`config.mk`:
```
export PLATFORM = sky130hd
export DESIGN_NAME = sd_rr_burst_arb
export DESIGN_NICKNAME = d
export VERILOG_FILES = /design/src/rtl/sd_rr_burst_arb.sv
export SDC_FILE = /design/constraint.sdc
export NUM_CORES = 1
export LEC_CHECK = 0
export CORE_MARGIN = 5
export CORE_UTILIZATION = 38
export CTS_CLUSTER_DIAMETER = 40
export DETAILED_ROUTE_END_ITERATION = 10
export PLACE_DENSITY = 0.86
export SETUP_SLACK_MARGIN = 0.1
export SLEW_MARGIN = 20
export SYNTH_ARGS = -nofsm -noshare
export SYNTH_HDL_FRONTEND = slang
export SYNTH_SLANG_ARGS = --single-unit
```
`constraint.sdc`:
```
create_clock -name clk -period 5.4 [get_ports clk]
set_input_delay 0.54 -clock clk [delete_from_list [all_inputs] [get_ports clk]]
set_output_delay 0.54 -clock clk [all_outputs]
set_load 0.01 [all_outputs]
```
`src/rtl/sd_rr_burst_arb.sv`:
```
// Round-robin burst arbiter: N srdy/drdy requesters onto one port, up to `burst` beats per grant.
// Latency 0 (1 with SD_RR_ARB_OUTREG_EN output register); p_drdy backpressure holds grant and count.
module sd_rr_burst_arb #(
  parameter int width  = 10,
  parameter int inputs = 4,
  parameter int burst  = 4,
  localparam int gsz   = $clog2(inputs),
  localparam int bsz   = $clog2(burst + 1)
) (
  input  logic                    clk,
  input  logic                    reset,
  input  logic [inputs-1:0]       c_srdy,
  input  logic [inputs*width-1:0] c_data,
  output logic [inputs-1:0]       c_drdy,
  output logic                    p_srdy,
  output logic [width-1:0]        p_data,
  output logic [gsz-1:0]          p_grant,
  input  logic                    p_drdy
);

  typedef enum logic {S_IDLE, S_LOCK} state_t;

  state_t             r_state, w_state_nxt;
  logic [gsz-1:0]     r_gnt, r_rr, w_gnt_nxt, w_rr_nxt, w_win, w_sel;
  logic [bsz-1:0]     r_cnt, w_cnt_nxt;
  logic               w_any, w_vld, w_acc, w_xfer;
  logic [width-1:0]   w_dat;
  logic [inputs-1:0]  w_drdy;

  function automatic logic [gsz-1:0] f_inc(input logic [gsz-1:0] x);
    return (x == gsz'(inputs - 1)) ? '0 : x + 1'b1;
  endfunction

  // First requesting index at or above r_rr, wrapping at inputs-1.
  always_comb begin
    logic [gsz:0] k;
    k     = '0;
    w_win = r_rr;
    w_any = 1'b0;
    for (int i = 0; i < inputs; i++) begin
      k = {1'b0, r_rr} + (gsz+1)'(i);
      if (k >= (gsz+1)'(inputs)) k = k - (gsz+1)'(inputs);
      if (!w_any && c_srdy[k[gsz-1:0]]) begin
        w_win = k[gsz-1:0];
        w_any = 1'b1;
      end
    end
  end

  always_comb begin
    w_sel  = (r_state == S_LOCK) ? r_gnt : w_win;
    w_vld  = ~reset & ((r_state == S_LOCK) ? c_srdy[r_gnt] : w_any);
    w_xfer = w_vld & w_acc;
    w_dat  = '0;
    for (int i = 0; i < inputs; i++)
      if (w_sel == gsz'(i)) w_dat = c_data[i*width +: width];
    w_drdy        = '0;
    w_drdy[w_sel] = w_xfer;
  end

  always_ff @(posedge clk) begin
    if (reset) begin
      r_state <= S_IDLE;
      r_gnt   <= '0;
      r_cnt   <= '0;
      r_rr    <= '0;
    end else begin
      r_state <= w_state_nxt;
      r_gnt   <= w_gnt_nxt;
      r_cnt   <= w_cnt_nxt;
      r_rr    <= w_rr_nxt;
    end
  end

  always_comb begin
    w_state_nxt = r_state;
    w_gnt_nxt   = r_gnt;
    w_cnt_nxt   = r_cnt;
    w_rr_nxt    = r_rr;
    case (r_state)
      S_IDLE: begin
        if (w_xfer) begin
          if (burst == 1) begin
            w_rr_nxt = f_inc(w_win);
          end else begin
            w_state_nxt = S_LOCK;
            w_gnt_nxt   = w_win;
            w_cnt_nxt   = bsz'(1);
          end
        end
      end
      S_LOCK: begin
        // A source going idle mid-burst forfeits the rest of its burst.
        if (!c_srdy[r_gnt]) begin
          w_state_nxt = S_IDLE;
          w_rr_nxt    = f_inc(r_gnt);
        end else if (w_xfer) begin
          if (r_cnt == bsz'(burst - 1)) begin
            w_state_nxt = S_IDLE;
            w_rr_nxt    = f_inc(r_gnt);
          end else begin
            w_cnt_nxt = r_cnt + 1'b1;
          end
        end
      end
      default: w_state_nxt = S_IDLE;
    endcase
  end

`ifdef SD_RR_ARB_OUTREG_EN
  logic             r_p_srdy;
  logic [width-1:0] r_p_data;
  logic [gsz-1:0]   r_p_grant;

  assign w_acc = ~r_p_srdy | p_drdy;

  always_ff @(posedge clk) begin
    if (reset)      r_p_srdy <= 1'b0;
    else if (w_acc) r_p_srdy <= w_vld;
  end

  always_ff @(posedge clk) begin
    if (w_acc) begin
      r_p_data  <= w_dat;
      r_p_grant <= w_sel;
    end
  end

  always_comb begin
    c_drdy  = w_drdy;
    p_srdy  = r_p_srdy & ~reset;
    p_data  = r_p_data;
    p_grant = r_p_grant;
  end
`else
  assign w_acc = p_drdy;

  always_comb begin
    c_drdy  = w_drdy;
    p_srdy  = w_vld;
    p_data  = w_dat;
    p_grant = w_sel;
  end
`endif

endmodule

```
==> reports/qor.csv, run 1 <==
stage,metric,value,unit
grt,number of antenna violations at the first check in global routing,0,
power,fraction of power spent switching nets,30.73,%
synth,largest family of logic cells by synthesized area,multiplexers,
setup_path,arrival time at the worst endpoint,3.22,ns
synth,Avg Inst Size Synth,8.617,µm²
floorplanning,number of top-level pins,64,
placement,port bufs,63,
timing,"Period Utilization, post-route",69.70,%
floorplanning,count of standard-cell rows,17,
synth,sequential area share after synthesis,17.53,%
placement,placer's final routability congestion estimate,0.7464,
drt,wire length per cell after detailed routing,15.13,µm
grt,Total GRT Usage,16.98,%
clocking,number of gates given a new drive strength after cts,0,
clocking,clock-pin slew on the worst setup and hold paths,0.05,ns
clocking,CTS Hold Buffers Added,0,
timing,number of pins exceeding their max-slew limit in the final report,0,
synth,Post-synth top cells,"sky130_fd_sc_hd__mux2i_1 (33), sky130_fd_sc_hd__nor2_1 (13), sky130_fd_sc_hd__dfxtp_1 (8)",
cells_and_area,footprint of the multi-input gates,688.2,µm²
grt,aggregate global routing overflow,0,
grt,via count of the first global-routing pass,1093,
floorplanning,overall die area,3484,µm²
synth,fraction of synthesized cell area in xor and xnor cells,0,%
timing,remaining max-slew budget at the tightest pin,54.79,%
cells_and_area,Antenna Cells,0,
synth,Syn Nets,156,
cells_and_area,share of post-route cells with drive strength above 1,4.790,%
run_status,run status,"complete, no violations",
drt,aggregate routed wire length,2950,µm
timing,minimum hold slack,0.4858,ns
cells_and_area,Seq. cell area,160.2,µm²
synth,portion of netlist area occupied by mux cells,40.27,%
cells_and_area,Fill cells,186,
synth,"EDFF count, synth",0,
power,sequential cell fraction of total power,25.6,%
clocking,Clock Latency Late Sink,0.24,ns
drt,post-detailed-route via-to-cell ratio,5.246,
synth,post-synthesis adder-cell area fraction,4.110,%
run,count of max-cap constraint violations,0,
power,power density cells,163.9,nW/µm²
setup_path,worst-path cell chain,"clkdlybuf4s50_1, and3b_1, or4_4, a31o_2, mux2i_1, mux2i_1, clkdlybuf4s50_1",
timing,Worst Tran Pin Value,0.6781,ns
synth,number of storage elements in the synthesis netlist,8,
clocking,CTS tree,built,
drt,DRT Pass-1 Iters,4,
synth,number of standard cells after synthesis,106,
synth,netlist area before placement,913.4,µm²
synth,Yosys warning count,0,
hold_path,Hold WC Path Type,reg -> reg,
power,Static Leakage,0.6952,nW
placement,Placement Setup Slack,1.442,ns
setup_path,kind of start point of the critical path,input pin,
setup_path,required time of the critical path,4.86,ns
synth,most frequent cell after synthesis,sky130_fd_sc_hd__mux2i_1,
synth,most instantiated flip-flop cell in the synthesis netlist,sky130_fd_sc_hd__dfxtp_1,
drt,Detail Route Antenna Nets,0,
clocking,library cell used as clock root buffer,sky130_fd_sc_hd__clkbuf_4,
timing,"Min Clock Period, post-route",3.764,ns
power,internal power component,0.1765,mW
clocking,number of buffers inserted during clock tree synthesis,3,
drt,violation count after the first detailed-route iteration,19,
power,worst ir drop on vdd,0.1095,mV
timing,maximum clock rate,265.7,MHz
clocking,total number of clock tree sinks,8,
setup_path,critical path class,in -> out,
drt,remaining routing DRC violations,0,
drt,number of vias in the routed layout,1023,
timing,RSZ-0062 raised after global routing,no,
grt,first-pass GRT wire length,4581,µm
synth,Yosys top cell area share,36.16,%
cells_and_area,Post-Route Utilization,68.98,%
synth,ranking of synthesized cells by area,"sky130_fd_sc_hd__mux2i_1 (36%), sky130_fd_sc_hd__dfxtp_1 (18%), sky130_fd_sc_hd__nor2_1 (5.3%)",
clocking,buffers inserted during post-CTS setup optimization,0,
synth,simple logic cell fraction of the synthesized area,17.81,%
clocking,Max Root-Sink Buffers,2,
placement,number of placed cells counting well taps,192,
setup_path,critical path capture point type,output pin,
clocking,H-tree depth reported by CTS,1,
timing,final setup fails,0,
timing,post-route clock skew,0.003689,ns
placement,half-perimeter wire length after detailed placement,2560,µm
power,part of the total power dissipated in the clock network,16.5,%
setup_path,largest incremental delay on the critical path,0.57,ns
floorplanning,die width,59.03,µm
timing,final-layout setup total negative slack,0,ns
setup_path,count of buffering cells on the critical path with inverters included,2,
timing,Fin. Hold Viols,0,
floorplanning,standard cell core area,2255,µm²
setup_path,maximum net fanout on the critical path,23,
setup_path,register-to-register path setup slack,3.46,ns
floorplanning,initial core utilization,40.51,%
synth,biggest area consumer among synthesized cells,sky130_fd_sc_hd__mux2i_1,
power,Comb power frac,57.9,%
cells_and_area,number of standard cells in the final layout excluding fillers,195,
synth,Synth cell types,30,
grt,largest net degree at the start of global routing,24,
setup_path,slowest cell on the critical path,sky130_fd_sc_hd__clkdlybuf4s50_1,
synth,share of synthesized registers carrying an async set or reset,0,%
setup_path,largest delay contributor family on the critical path,buffers and inverters,
timing,final worst setup slack,1.636,ns
power,Psw,0.07832,mW
synth,complex-gate fraction of the synthesized area,13.15,%
cells_and_area,net total in the final layout,219,
cells_and_area,growth of design area from synthesis to finish,70.27,%
floorplanning,Die H,59.03,µm
## metal layers
| layer | track usage (%) | up-vias | wire length, µm |
|---|---|---|---|
| li1 | - | 504 | - |
| met1 | 15.78 | 467 | 1072 |
| met2 | 31.55 | 50 | 1426 |
| met3 | 9.368 | 2 | 432 |
| met4 | 4.854 | 0 | 19 |
| met5 | 0 | - | 0 |
## path summary, 6_finish.rpt
path | to | cells after the start | from
max reg2reg | r_cnt[0]$_SDFFE_PP0P_ | 5 | r_gnt[0]$_SDFFE_PP0P_
max | p_data[1] | 7 | c_srdy[3]
min reg2reg | r_cnt[0]$_SDFFE_PP0P_ | 1 | r_cnt[0]$_SDFFE_PP0P_
min | r_cnt[0]$_SDFFE_PP0P_ | 1 | r_cnt[0]$_SDFFE_PP0P_
## layout by cell type (no fill, tap or decap), drive strengths merged
cell type and instances:
nor2b 5, a31o 1, inv 5, o211a 1, mux4 1, ha 3, mux2i 33, nand2b 2
clkbuf 3, o21ai 3, nor2 13, a32oi 1, nand2 5, dfxtp 8, and2b 1, or4 1
o21a 1, mux2 1, a21oi 6, clkdlybuf4s50 63, nor3 1, or2 2, and3b 1, and3 1
a2bb2oi 1, a22oi 1, a21o 2, a311oi 1
## through the flow
stage	total power [mW]	cell area (µm²)
6_report	0.2549	1555
3_5_place_dp	0.2147	1533
4_1_cts	0.2593	1555
2_1_floorplan	0.1428	913.4
3_3_place_gp	0.2113	1533
5_1_grt	0.2709	1555
## state kept, by name, summed over array words and instances (netlist names)
name     cells
r_cnt        3
r_gnt        2
r_rr         2
r_state      1
## power by group through the flow
stage,combinational [mW],sequential (mW),clock [mW]
2_1_floorplan,0.0775,0.0654,0
3_3_place_gp,0.145,0.0659,0
3_5_place_dp,0.148,0.0664,0
4_1_cts,0.149,0.0651,0.0449
5_1_grt,0.158,0.0657,0.0471
6_report,0.148,0.0653,0.0420
## logic make-up after synthesis
kind of cell,count (synthesis)
muxes,35
and+or+nand+nor,32
AOI/OAI and AO/OA,18
buffers and inverters,10
DFF,8
adders and majority gates,3
## area by class of cell
type,instances,share of cell area (%)
Sequential cell,8,10.30
Tap cell,28,2.253
Timing Repair Buffer,63,40.55
Multi-Input combinational cell,88,44.25
Inverter,5,1.207
Clock buffer,3,1.448
Power figures use the tool's default switching activity.
==> run 2, diff against run 1 <==
Settings changed: CORE_UTILIZATION 38 to 35, PLACE_DENSITY 0.86 to 0.8.
Clock period 5.4 ns to 3.61 ns, I/O delays scaled along.
==> run 2 against run 1 <==
Compared with the run above: die area up 7.1%; clock skew down 0.0026 ns; routed wire length down 5.2%; clock power up 51%; via count down 0.20%; largest cell class unchanged; highest routed layer is now met3.
==> reports/qor.csv, run 2 (synthesis gave the netlist of run 1 again) <==
stage,metric,value,unit,change
timing,number of pins exceeding their max-slew limit in the final report,0,,unchanged
run,count of max-cap constraint violations,0,,unchanged
setup_path,largest incremental delay on the critical path,0.56,ns,about the same
placement,placer's final routability congestion estimate,0.8212,,+10%
grt,largest net degree at the start of global routing,24,,unchanged
clocking,number of buffers inserted during clock tree synthesis,3,,unchanged
grt,number of antenna violations at the first check in global routing,0,,unchanged
power,sequential cell fraction of total power,25.6,%,about the same
clocking,buffers inserted during post-CTS setup optimization,0,,unchanged
cells_and_area,register with the most flip-flops,r_cnt,,
grt,via count of the first global-routing pass,1102,,+0.82%
setup_path,critical path capture point type,output pin,,
floorplanning,die width,61.09,µm,+3.5%
clocking,Max Root-Sink Buffers,2,,unchanged
setup_path,slowest cell on the critical path,sky130_fd_sc_hd__clkdlybuf4s50_1,,
power,worst ir drop on vdd,0.2143,mV,+96%
cells_and_area,share of post-route cells with drive strength above 1,4.762,%,-0.029 points
power,Psw,0.1151,mW,+47%
hold_path,Hold WC Path Type,reg -> reg,,
timing,RSZ-0062 raised after global routing,no,,
floorplanning,number of top-level pins,64,,unchanged
power,internal power component,0.2653,mW,+50%
grt,Total GRT Usage,15.55,%,-1.4 points
timing,"Min Clock Period, post-route",3.298,ns,
timing,post-route clock skew,0.001071,ns,-0.002618 ns
setup_path,kind of start point of the critical path,input pin,,
grt,aggregate global routing overflow,0,,unchanged
setup_path,worst-path cell chain,"clkdlybuf4s50_1, and3b_1, or4_4, a31o_1, buf_4, mux2i_1, mux2i_1, clkdlybuf4s50_1",,
floorplanning,initial core utilization,36.87,%,-3.6 points
drt,aggregate routed wire length,2797,µm,-5.2%
power,Overall Power,0.3804,mW,+49%
setup_path,largest delay contributor family on the critical path,buffers and inverters,,
clocking,library cell used as clock root buffer,sky130_fd_sc_hd__clkbuf_4,,
floorplanning,Die H,61.09,µm,+3.5%
power,power density cells,243.0,nW/µm²,+48%
setup_path,arrival time at the worst endpoint,2.94,ns,-0.28 ns
floorplanning,standard cell core area,2477,µm²,+9.9%
cells_and_area,"final std cell area, no fill",1565,µm²,+0.64%
placement,half-perimeter wire length after detailed placement,2478,µm,-3.2%
drt,number of vias in the routed layout,1021,,-0.20%
clocking,CTS tree,built,,
clocking,total number of clock tree sinks,8,,unchanged
power,fraction of power spent switching nets,30.25,%,-0.48 points
floorplanning,overall die area,3731,µm²,+7.1%
cells_and_area,"commonest non-fill, non-tap cells in the layout","sky130_fd_sc_hd__clkdlybuf4s50_1 (63), sky130_fd_sc_hd__mux2i_1 (33), sky130_fd_sc_hd__nor2_1 (13)",,
drt,violation count after the first detailed-route iteration,44,,+25
setup_path,required time of the critical path,3.25,ns,-1.61 ns
clocking,CTS Hold Buffers Added,0,,unchanged
cells_and_area,number of flip-flops under the largest register name,3,,unchanged
grt,first-pass GRT wire length,4429,µm,-3.3%
power,Static Leakage,0.6993,nW,+0.59%
cells_and_area,growth of design area from synthesis to finish,71.37,%,
cells_and_area,registers with the most flip-flops,"r_cnt: 3 flops, r_gnt: 2 flops, r_rr: 2 flops",,
clocking,H-tree depth reported by CTS,1,,unchanged
setup_path,critical path class,in -> out,,
drt,remaining routing DRC violations,0,,unchanged
timing,final-layout setup total negative slack,0,ns,unchanged
timing,Fin. Hold Viols,0,,unchanged
clocking,number of gates given a new drive strength after cts,0,,unchanged
timing,maximum clock rate,303.2,MHz,
drt,DRT Pass-1 Iters,3,,-1
cells_and_area,Antenna Cells,0,,unchanged
setup_path,count of buffering cells on the critical path with inverters included,3,,+1
timing,"Period Utilization, post-route",91.35,%,
run_status,run status,"complete, no violations",,
placement,port bufs,63,,unchanged
drt,Detail Route Antenna Nets,0,,unchanged
cells_and_area,"most common cell after layout, fill and taps aside",sky130_fd_sc_hd__clkdlybuf4s50_1,,
placement,Placed Instance Area,1543,µm²,+0.65%
cells_and_area,net total in the final layout,220,,+0.46%
power,part of the total power dissipated in the clock network,16.6,%,about the same
power,Comb power frac,57.7,%,-0.2 points
timing,Worst Tran Pin Value,0.3935,ns,-0.2846 ns
drt,wire length per cell after detailed routing,14.13,µm,-6.6%
timing,final setup fails,0,,unchanged
drt,post-detailed-route via-to-cell ratio,5.157,,-1.7%
clocking,clock-pin slew on the worst setup and hold paths,0.05,ns,about the same
setup_path,maximum net fanout on the critical path,23,,unchanged
clocking,Clock Latency Late Sink,0.24,ns,about the same
floorplanning,count of standard-cell rows,18,,+1
timing,remaining max-slew budget at the tightest pin,73.77,%,+19 points
-- run 2: changes by cell type in the layout (fill, tap and decap cells not counted), sizes merged --
| cell | before | now |
|---|---|---|
| buf | 0 | 1 |
-- run 2: layout make-up --
cell class                      count  area, µm²
Inverter                            5      18.77
Clock buffer                        3      22.52
Multi-Input combinational cell     88      688.2
Timing Repair Buffer               64      638.1
Fill cell                         224      912.1
Sequential cell                     8      160.2
Tap cell                           30      37.54
-- run 2: path summary, 6_finish.rpt --
check,from,depth (start not counted),end,slack (ns)
worst min-delay path,r_cnt[2]$_SDFFE_PP0P_,2,r_cnt[2]$_SDFFE_PP0P_,0.49
worst max-delay path,c_srdy[3],8,p_data[9],0.31
worst max register to register,r_gnt[0]$_SDFFE_PP0P_,5,r_cnt[0]$_SDFFE_PP0P_,1.66
worst min register to register,r_cnt[2]$_SDFFE_PP0P_,2,r_cnt[2]$_SDFFE_PP0P_,0.49
-- run 2: metal layers --
metal  routed length, µm  global-route usage [%]  vias to the layer above
met2                1349                   27.64                       51
met3                 479                   10.06                        0
met5                   0                       0                        -
met4                   0                   2.786                        0
met1                 968                   15.34                      462
li1                    -                       -                      508
-- run 2: worst min-delay path, delay by kind of cell (launching register included) --
kind             cells  cell delay [ns]
AND/OR/NAND/NOR      1             0.07
flip-flops           1             0.32
AO/OA/AOI/OAI        1             0.06
-- run 2: power by group through the flow --
stage | Sequential (mW) | Combinational [mW] | Clock (mW)
after floorplan | 0.0978 | 0.116 | 0
after global placement | 0.0987 | 0.218 | 0
after detailed placement | 0.0993 | 0.222 | 0
after CTS | 0.0975 | 0.223 | 0.0666
after global routing | 0.0984 | 0.237 | 0.0742
final | 0.0974 | 0.220 | 0.0633
-- run 2: metrics by stage --
step	instances	setup WS (ns)	hold slack (ns)	util (%)
5_1_grt	198	0.1849	0.5518	63.18
3_5_place_dp	195	0.2956	0.4862	62.27
2_1_floorplan	106	1.444	0.4548	-
4_1_cts	198	0.2869	0.4975	63.18
6_report	198	0.3124	0.4911	63.18
3_3_place_gp	195	0.3507	0.4726	62.27
==> run 3, diff against run 2 <==
Settings changed: CORE_MARGIN 5 to 10.
==> run 3 against run 2 <==
Compared with the run above: global-route usage down 2.5 points; routed wire length grew 20%; clock-buffer cell count is the same; design area unchanged; clock power rose by 0.9%; critical path depth unchanged; cell count unchanged; sequential power hardly changed; clock skew grew 0.0033 ns; flip-flop and latch count unchanged; power is 1.3% higher; critical path type unchanged; largest power group unchanged.
==> reports/qor.csv, run 3 (synthesis gave the netlist of run 1 again) <==
stage,metric,value,unit,change
run_status,run status,"complete, no violations",,
placement,half-perimeter wire length after detailed placement,2965,µm,+20%
setup_path,kind of start point of the critical path,input pin,,
cells_and_area,"commonest non-fill, non-tap cells in the layout","sky130_fd_sc_hd__clkdlybuf4s50_1 (63), sky130_fd_sc_hd__mux2i_1 (33), sky130_fd_sc_hd__nor2_1 (13)",,
floorplanning,count of standard-cell rows,18,,unchanged
clocking,number of gates given a new drive strength after cts,0,,unchanged
grt,aggregate global routing overflow,0,,unchanged
setup_path,required time of the critical path,3.25,ns,about the same
floorplanning,overall die area,5053,µm²,+35%
cells_and_area,Seq. cell area,160.2,µm²,unchanged
cells_and_area,net total in the final layout,220,,unchanged
cells_and_area,Fill cells,231,,+3.1%
clocking,total number of clock tree sinks,8,,unchanged
placement,Placement Setup Slack,0.2975,ns,+0.001854 ns
timing,number of pins exceeding their max-slew limit in the final report,0,,unchanged
cells_and_area,share of post-route cells with drive strength above 1,4.762,%,unchanged
drt,remaining routing DRC violations,0,,unchanged
setup_path,maximum net fanout on the critical path,23,,unchanged
cells_and_area,"most common cell after layout, fill and taps aside",sky130_fd_sc_hd__clkdlybuf4s50_1,,
setup_path,critical path class,in -> out,,
clocking,H-tree depth reported by CTS,1,,unchanged
timing,RSZ-0062 raised after global routing,no,,
timing,post-route clock skew,0.004395,ns,+0.003324 ns
drt,violation count after the first detailed-route iteration,61,,+39%
timing,final-layout setup total negative slack,0,ns,unchanged
timing,final worst setup slack,0.2883,ns,-0.02409 ns
timing,maximum clock rate,301.1,MHz,-0.72%
clocking,Max Root-Sink Buffers,2,,unchanged
drt,Detail Route Antenna Nets,0,,unchanged
power,Static Leakage,0.6993,nW,unchanged
timing,"Period Utilization, post-route",92.01,%,+0.67 points
hold_path,worst hold path stage count,2,,unchanged
cells_and_area,registers with the most flip-flops,"r_cnt: 3 flops, r_gnt: 2 flops, r_rr: 2 flops",,
power,worst ir drop on vdd,0.1840,mV,-14%
clocking,library cell used as clock root buffer,sky130_fd_sc_hd__clkbuf_4,,
timing,remaining max-slew budget at the tightest pin,73.39,%,-0.38 points
cells_and_area,growth of design area from synthesis to finish,71.37,%,unchanged
grt,largest net degree at the start of global routing,24,,unchanged
clocking,clock-pin slew on the worst setup and hold paths,0.05,ns,about the same
clocking,number of buffers inserted during clock tree synthesis,3,,unchanged
timing,minimum hold slack,0.4885,ns,-0.002639 ns
drt,wire length per cell after detailed routing,16.97,µm,+20%
cells_and_area,register with the most flip-flops,r_cnt,,
setup_path,register-to-register path setup slack,1.65,ns,about the same
setup_path,number of cells on the worst reg-to-reg path,5,,unchanged
cells_and_area,number of flip-flops under the largest register name,3,,unchanged
setup_path,worst-path cell chain,"clkdlybuf4s50_1, and3b_1, or4_4, a31o_1, buf_4, mux2i_1, mux2i_1, clkdlybuf4s50_1",,
setup_path,start of the worst register-to-register path,r_gnt[0]$_SDFFE_PP0P_,,
drt,DRT Pass-1 Iters,4,,+1
drt,aggregate routed wire length,3361,µm,+20%
grt,Total GRT Usage,13.03,%,-2.5 points
drt,post-detailed-route via-to-cell ratio,5.212,,+1.1%
timing,Fin. Hold Viols,0,,unchanged
timing,final setup fails,0,,unchanged
drt,number of vias in the routed layout,1032,,+1.1%
grt,via count of the first global-routing pass,1164,,+5.6%
clocking,Clock Latency Late Sink,0.24,ns,about the same
grt,first-pass GRT wire length,5485,µm,+24%
clocking,CTS tree,built,,
hold_path,hold path start,r_cnt[2]$_SDFFE_PP0P_,,
power,power density cells,246.1,nW/µm²,+1.3%
hold_path,Hold Path End,r_cnt[2]$_SDFFE_PP0P_,,
clocking,CTS Hold Buffers Added,0,,unchanged
placement,placer's final routability congestion estimate,0.7742,,-5.7%
setup_path,arrival time at the worst endpoint,2.96,ns,+0.02 ns
floorplanning,die width,71.09,µm,+16%
cells_and_area,Antenna Cells,0,,unchanged
grt,number of antenna violations at the first check in global routing,0,,unchanged
setup_path,critical path capture point type,output pin,,
run,count of max-cap constraint violations,0,,unchanged
timing,"Min Clock Period, post-route",3.322,ns,+0.02409 ns
floorplanning,standard cell core area,2477,µm²,unchanged
placement,port bufs,63,,unchanged
floorplanning,initial core utilization,36.87,%,unchanged
timing,Worst Tran Pin Value,0.3992,ns,+0.005683 ns
setup_path,largest delay contributor family on the critical path,buffers and inverters,,
setup_path,count of buffering cells on the critical path with inverters included,3,,unchanged
cells_and_area,footprint of the multi-input gates,688.2,µm²,unchanged
clocking,buffers inserted during post-CTS setup optimization,0,,unchanged
setup_path,largest incremental delay on the critical path,0.59,ns,+0.03 ns
floorplanning,number of top-level pins,64,,unchanged
floorplanning,Die H,71.09,µm,+16%
setup_path,destination of the worst register-to-register timing path,r_cnt[0]$_SDFFE_PP0P_,,
hold_path,Hold WC Path Type,reg -> reg,,
setup_path,slowest cell on the critical path,sky130_fd_sc_hd__clkdlybuf4s50_1,,
[run 3: cell counts in the layout (fill, tap and decap cells not counted)]
Identical to the previous run, type by type.
[run 3: power breakdown]
| group | internal [mW] | switching (mW) | leakage (nW) |
|---|---|---|---|
| logic | 0.135 | 0.0888 | 0.620 |
| registers | 0.0927 | 0.00485 | 0.0652 |
| clock network | 0.0378 | 0.0262 | 0.0138 |
| total | 0.265 | 0.120 | 0.699 |
[run 3: how the worst max path moves through the flow]
stage | start | to | cells past startpoint
6_report | c_srdy[3] | p_data[2] | 8
5_1_grt | c_srdy[3] | p_data[2] | 8
4_1_cts | c_srdy[3] | p_data[6] | 8
3_5_place_dp | c_srdy[3] | p_data[6] | 8
3_3_place_gp | c_srdy[3] | p_data[6] | 8
2_1_floorplan | c_srdy[3] | p_data[0] | 7
[run 3: routing by layer]
layer  share of wire, %  wire length [µm]  GRT usage [%]  up-vias
li1                   -                 -              -      507
met4                  0                 0          3.226        0
met3                 23               765          12.97        0
met1                 35              1181          10.95      461
met2                 42              1414          21.46       64
met5                  0                 0              0        -
[run 3: layout make-up]
type / count / area share, %
timing repair buffer: 64 / 40.77
multi-input combinational: 88 / 43.96
sequential: 8 / 10.23
inverter: 5 / 1.199
tap: 30 / 2.398
clock buffer: 3 / 1.439
[run 3: stage by stage]
stage,cells,instance area [µm²],utilization (%),total power [mW]
after floorplan,106,913.4,-,0.2137
final,198,1565,63.18,0.3853
after detailed placement,195,1543,62.27,0.3247
after CTS,198,1565,63.18,0.3922
after global routing,198,1565,63.18,0.4140
after global placement,195,1543,62.27,0.3193
[run 3: tightest hold or removal path: stages, from the launching register on]
cell and delay (ns):
sky130_fd_sc_hd__dfxtp_1 0.32, sky130_fd_sc_hd__a2bb2oi_1 0.06, sky130_fd_sc_hd__nor2_1 0.07
